--- config.mk ---
export PLATFORM = sky130hd
export DESIGN_NAME = scan_chain_ctrl
export DESIGN_NICKNAME = d
export VERILOG_FILES = /design/src/rtl/scan_chain_ctrl.sv
export SDC_FILE = /design/constraint.sdc
export NUM_CORES = 1
export LEC_CHECK = 0
export BUFFER_PORTS_ARGS = -buffer_cell sky130_fd_sc_hd__buf_4
export CAP_MARGIN = 10
export CORE_ASPECT_RATIO = 0.5
export CORE_MARGIN = 10
export CORE_UTILIZATION = 50
export CTS_CLUSTER_SIZE = 24
export DETAILED_ROUTE_END_ITERATION = 7
export PLACE_DENSITY = 0.73
export SLEW_MARGIN = 20
export SYNTH_ARGS = -nofsm -noshare
export SYNTH_HDL_FRONTEND = slang
export SYNTH_SLANG_ARGS = --single-unit
--- constraint.sdc ---
create_clock -name CLK -period 2.88 [get_ports CLK]
set_clock_uncertainty 0.15 [all_clocks]
set_input_delay 0.432 -clock CLK [delete_from_list [all_inputs] [get_ports CLK]]
set_output_delay 0.432 -clock CLK [all_outputs]
set_load 0.05 [all_outputs]
--- src/rtl/scan_chain_ctrl.sv ---
// Scan chain sequencer: preset, shift-in, one capture clock, shift-out, present the word.
// Optional compare of the unloaded word against a latched expectation: SCAN_CHAIN_CTRL_COMPARE_EN.
module scan_chain_ctrl #(
    parameter int unsigned CHAIN_LEN = 16
) (
    input  logic                 CLK,
    input  logic                 RST,
    input  logic                 START,
    input  logic [CHAIN_LEN-1:0] PATTERN,
`ifdef SCAN_CHAIN_CTRL_COMPARE_EN
    input  logic [CHAIN_LEN-1:0] EXPECT,
    output logic                 MISMATCH,
`endif
    input  logic                 SO,
    output logic                 SE,
    output logic                 SI,
    output logic                 SETN_OUT,
    output logic                 BUSY,
    output logic                 DONE,
    output logic [CHAIN_LEN-1:0] RESULT
);

    localparam int unsigned CNT_W = $clog2(CHAIN_LEN);
    localparam logic [CNT_W-1:0] LAST = CNT_W'(CHAIN_LEN - 1);

    typedef enum logic [2:0] {
        StIdle,
        StPreset,
        StShift,
        StCapture,
        StUnload,
        StFin
    } state_t;

    state_t               r_state;
    logic [CNT_W-1:0]     r_cnt;
    logic [CHAIN_LEN-1:0] r_pat;
    logic [CHAIN_LEN-1:0] r_res;
    logic [CHAIN_LEN-1:0] r_result;
    logic                 r_se;
    logic                 r_si;
    logic                 r_setn;
    logic                 r_busy;
    logic                 r_done;

    logic [CNT_W-1:0]     w_cnt_inc;
    logic [CNT_W-1:0]     w_si_idx;
    logic [CHAIN_LEN-1:0] w_res_nxt;

    assign w_cnt_inc = r_cnt + CNT_W'(1);
    assign w_si_idx  = LAST - w_cnt_inc;

    // Capture word including the bit sampled at this edge, so RESULT is complete while DONE is high.
    always_comb begin
        w_res_nxt                = r_res;
        w_res_nxt[LAST - r_cnt]  = SO;
    end

`ifdef SCAN_CHAIN_CTRL_COMPARE_EN
    logic [CHAIN_LEN-1:0] r_exp;
    logic                 r_mis;
    assign MISMATCH = r_mis;

    always_ff @(posedge CLK or posedge RST) begin
        if (RST) begin
            r_exp <= '0;
            r_mis <= 1'b0;
        end else if (r_state == StIdle && START) begin
            r_exp <= EXPECT;
            r_mis <= 1'b0;
        end else if (r_state == StUnload && r_cnt == LAST) begin
            r_mis <= (w_res_nxt != r_exp);
        end
    end
`endif

    always_ff @(posedge CLK or posedge RST) begin
        if (RST) begin
            r_state  <= StIdle;
            r_cnt    <= '0;
            r_pat    <= '0;
            r_res    <= '0;
            r_result <= '0;
            r_se     <= 1'b0;
            r_si     <= 1'b0;
            r_setn   <= 1'b1;
            r_busy   <= 1'b0;
            r_done   <= 1'b0;
        end else begin
            unique case (r_state)
                StIdle: begin
                    if (START) begin
                        r_pat   <= PATTERN;
                        r_state <= StPreset;
                        r_setn  <= 1'b0;
                        r_se    <= 1'b0;
                        r_si    <= 1'b0;
                        r_busy  <= 1'b1;
                        r_cnt   <= '0;
                    end
                end
                StPreset: begin
                    r_state <= StShift;
                    r_setn  <= 1'b1;
                    r_se    <= 1'b1;
                    r_si    <= r_pat[LAST];
                    r_cnt   <= '0;
                end
                StShift: begin
                    if (r_cnt == LAST) begin
                        r_state <= StCapture;
                        r_se    <= 1'b0;
                        r_si    <= 1'b0;
                        r_cnt   <= '0;
                    end else begin
                        r_cnt <= w_cnt_inc;
                        r_si  <= r_pat[w_si_idx];
                    end
                end
                StCapture: begin
                    r_state <= StUnload;
                    r_se    <= 1'b1;
                    r_si    <= 1'b0;
                    r_cnt   <= '0;
                end
                StUnload: begin
                    r_res <= w_res_nxt;
                    if (r_cnt == LAST) begin
                        r_state  <= StFin;
                        r_se     <= 1'b0;
                        r_busy   <= 1'b0;
                        r_done   <= 1'b1;
                        r_result <= w_res_nxt;
                        r_cnt    <= '0;
                    end else begin
                        r_cnt <= w_cnt_inc;
                    end
                end
                StFin: begin
                    r_state <= StIdle;
                    r_done  <= 1'b0;
                    r_cnt   <= '0;
                end
                default: begin
                    r_state <= StIdle;
                    r_cnt   <= '0;
                end
            endcase
        end
    end

    assign SE       = r_se;
    assign SI       = r_si;
    assign SETN_OUT = r_setn;
    assign BUSY     = r_busy;
    assign DONE     = r_done;
    assign RESULT   = r_result;

endmodule
### Word-level counts from Yosys, hierarchy flattened

Index checks and enable logic that the tools add are counted.

* bits of input ports: 20
* register bits after elaboration: 60

* reductions and logical operators: 17
* add/subtract/negate cells: 3
* $lt $le $gt $ge: 3
* eq/ne operators: 10
* multiplexer cells: 22

Operator list (number)
* $bwmux W16: 1
* $pmux W3 S5: 1
* $lt A4 B5 Y1 const B: 2
* $reduce_and A2 Y1: 5
* $mux W3: 3
* $reduce_and A3 Y1: 3
* $mux W4: 2
* $pmux W4 S2: 1
* $sub A4 B4 Y4 const A: 2
* $mux W1: 7
* $eq A3 B2 Y1 const B: 2
* $eq A3 B3 Y1 const B: 2
* $ne A2 B2 Y1 const B: 3
* $pmux W1 S2: 3
* $reduce_bool A2 Y1: 3
* $add A4 B1 Y4 const B: 1
* $bmux W1 S4: 1
* $demux W1 S4: 1
* $eq A4 B4 Y1 const B: 1
* $ge A4 B1 Y1 const B: 1
* $pmux W1 S4: 1
* $reduce_bool A4 Y1: 1
* $reduce_or A2 Y1: 2
* $eq A3 B1 Y1 const B: 1
* 5 further kinds: 5

### Logic depth before layout (Yosys ltp)

* depth in word-level cells: 6
* depth in mapped cells: 7

### Worst setup path after synthesis

OpenSTA, ideal clock, no wires.

* kind: flip-flop to flip-flop
* from: register r_cnt[0]
* to: register r_si (netlist: SI)
* required time: 2.612 ns
* path slack: 0.552 ns
* path buffers: 1
* clock period less this slack: 2.328 ns
* library setup time: 0.118 ns
* stages on the path, launching flop included: 7
* data arrival time: 2.060 ns
* path through: dfrtp_1 -> buf_6 -> inv_1 -> ha_1 -> mux4_1 -> mux4_2 -> a21o_1

* longest elaborated chain between the ends: 6
* elaborated cells on any way between the ends: 7
* those cells by class: add/sub: 2; eq/ne: 1; mux: 4

RTL lines
* start: declaration: line 36 `logic [CNT_W-1:0] r_cnt;`
* start signal: assignment: line 116 `r_cnt <= w_cnt_inc;`
* start signal: assignment: line 136 `r_cnt <= w_cnt_inc;`
* $add A4 B1 Y4: line 50 `assign w_cnt_inc = r_cnt + CNT_W'(1);`
* $sub A4 B4 Y4: line 51 `assign w_si_idx = LAST - w_cnt_inc;`
* $bmux W1 S4: line 117 `r_si <= r_pat[w_si_idx];`
* $mux W1 (implied by the code): line 117
* $mux W1 *: line 110 `if (r_cnt == LAST) begin`
* $pmux W1 S4 *: line 90 `unique case (r_state)`
* end signal: assignment: line 106 `r_si <= r_pat[LAST];`
* end signal: assignment: line 117
* end: declaration: line 41 `logic r_si;`

Every way passes the cells marked *; elsewhere a longest branch is shown, timed or not. The select of a mux whose other input is x is not followed.
A chain may end at the register's enable or synchronous reset.

### Worst setup path after layout

Ends and elaborated chain as after synthesis.

==> results.ini <==
[status]
outcome = finished, final reports clean

[global_route]
grtUsageTotal_pct = 12.8
grt_max_degree = 33
first_global_vias = 1890
grt_pass1_wl_microns = 9340
antenna_found_initial = 0
gr-total-overflow = 0

[floorplan]
rows = 19
pin_count = 41
core_sq_um = 5490
die_area_sq_um = 9260
die_h_microns = 73.2
initial_core_util_pct = 51.6
die_x_microns = 126

[pwr]
switching_share_pct = 31.8
p_clk_share_pct = 32.1
vdd_drop_max_uv = 473
p_seq_share_pct = 40.1
cellLeakagePower_nw = 1.60
p_int_mw = 2.10
power.density_nw_per_um2 = 896
p_total_mw = 3.08
p_sw_mw = 0.979
p_comb_share_pct = 27.9

[layout]
post-route-util_pct = 62.6
drive_gt1_share_pct = 23.7
layout.nets = 299
antenna_cells = 0
final_cell_mix = dfrtp_1 (58), buf_4 (42), nand2_1 (41), mux2_1 (36), o21ai_1 (15)
area_growth_pct = 21.4
final_area_sq_um = 3440
fill_cells = 447
layout_commonest_cell = dfrtp_1

[yosys]
synthFlopType = dfrtp_1
syn_area_sq_um = 2830
netlist.area_leader.share_pct = 51.3
synth_warnings = 0
synth_area_leader_cell = dfrtp_1
seq_area_frac_synth_pct = 52.2
synth_cell_types = 36
synth.avg_cell_area_sq_um = 11.9
synthTopCellsByArea = dfrtp_1 (51%), mux2_1 (14%), nand2_1 (5.4%)
async_reset_ff_share_pct = 100
syn_nets = 261
synth_seq_cells = 59
synth_enable_flop_cells = 0
synth_cells = 237

[worst_setup_path]
crit_path_end_kind = flip-flop
worst-r2r-cell-count = 5
reg2reg_from = r_cnt[0]
critical_path_arrival_ns = 2.62
criticalPathCategory = flip-flop to flip-flop
cp-start-kind = flip-flop
startpoint = r_cnt[0]
crit_fanout = 8
required_ns = 2.95

[timing]
rsz0062_at_grt = no
hold_ws_ns = 0.0272
finalCriticalPeriod_ns = 2.56
fmax_mhz = 391
finalMaxSlewViolations = 0
final-setup-viol-count = 0
fin_crit_sh_pct = 88.8
timing.slew.headroom_pct = 58.0
worst_slew_pin_slew_ns = 0.625
hold_viol = 0
setup_tns_ns = 0

[routing]
drtIter0Drc = 102
vias = 1863
first_pass_iters = 4
ant_nets = 0
drcViolationCount = 0
drt_wl_total_microns = 5420
route.detailed.wl_per_inst_microns = 15.4
vias_per_cell = 5.29

[cts]
clock-sinks = 59
clkTransAtPathRegs_ns = 0.05
postCtsHoldBufs = 0
post-cts-setup-buffer-count = 0
cts_tree = yes
clockBufferDepth = 2
numCtsBuffers = 9
cts_resized = 0
clk_latency_ns = 0.33
root_buffer = clkbuf_16
htree_levels = 3

[placed_design]
hpwl_microns = 3810
place_congestion = 0.828
place_area_sq_um = 3160
port_buffers = 40

[min_path]
holdCritPathClass = input port to async pin

[job]
maxCapViolCount = 0

==> power by group through the flow <==
stage / Sequential (mW) / Combinational [mW] / Clock [mW]
after global placement: 1.24 / 0.830 / 0
after CTS: 1.23 / 0.874 / 1.01
after global routing: 1.26 / 0.948 / 1.04
final: 1.23 / 0.859 / 0.987
after floorplan: 1.25 / 0.656 / 0
after detailed placement: 1.25 / 0.867 / 0
==> layer usage <==
metal | track usage, % | routed length [microns]
met2 | 19.8 | 2500
met4 | 5.40 | 99
met1 | 15.1 | 2470
met5 | 0 | 0
met3 | 6.16 | 348
==> stage by stage <==
step | setup WS, ns | instances
finish | 0.324 | 352
global route | 0.222 | 352
CTS | 0.324 | 352
detailed placement | 0.329 | 337
global placement | 0.466 | 337
floorplan | 0.552 | 237
==> state kept, by name, indices dropped and copies added, names as in the netlist <==
register  flops
RESULT       16
SE            1
r_state       3
SETN_OUT      1
r_res        15
BUSY          1
r_cnt         4
SI            1
DONE          1
r_pat        16
==> cells by family after synthesis <==
| kind of cell | Yosys count | synth area share [%] |
|---|---|---|
| and+or+nand+nor | 68 | 11.8 |
| muxes | 53 | 23.1 |
| xor gates and xnor gates | 4 | 1.24 |
| buffers and inverters | 22 | 4.33 |
| adders and majority gates | 4 | 1.77 |
| AOI/OAI and AO/OA | 27 | 5.61 |
| DFF | 59 | 52.2 |
==> final cells by class <==
cell class                 instances  area [sq um]  area share [%]
timing repair buffer              43           335            9.75
tap                               73          91.3            2.66
sequential                        59          1480            43.0
clock buffer                      13           270            7.86
multi-input combinational        156          1230            35.8
clock inverter                     2          10.0           0.291
inverter                           6          22.5           0.655
==> worst max-delay path, stage by stage, from the launching register on <==
cell and delay [ns]:
dfrtp_1 0.51, inv_1 0.15, ha_1 0.42, mux4_1 0.58, mux4_2 0.46, a21o_1 0.18
==> final timing paths <==
| path | end | slack (ns) |
|---|---|---|
| setup reg to reg | SI | 0.32 |
| hold reg to reg | RESULT[4] | 0.33 |
| min in group CLK | r_pat[5] | 0.17 |
| hold / removal | r_res[3] | 0.03 |
| setup / recovery | SI | 0.32 |
| max in group asynchronous | SETN_OUT | 1.91 |
==> Yosys cell counts, types with 2 or more instances <==
library cell,n
inv_1,6
a22o_1,2
mux2i_1,12
xnor2_1,2
mux4_1,4
ha_1,4
nand2_1,41
nor2b_1,5
a21oi_1,5
buf_2,2
mux2_1,36
nor3_2,2
clkbuf_1,9
buf_6,5
nor2_1,6
xor2_1,2
dfrtp_1,58
o21ai_1,15
nand3_1,4
Note: power is estimated with default switching activity, not from simulation.
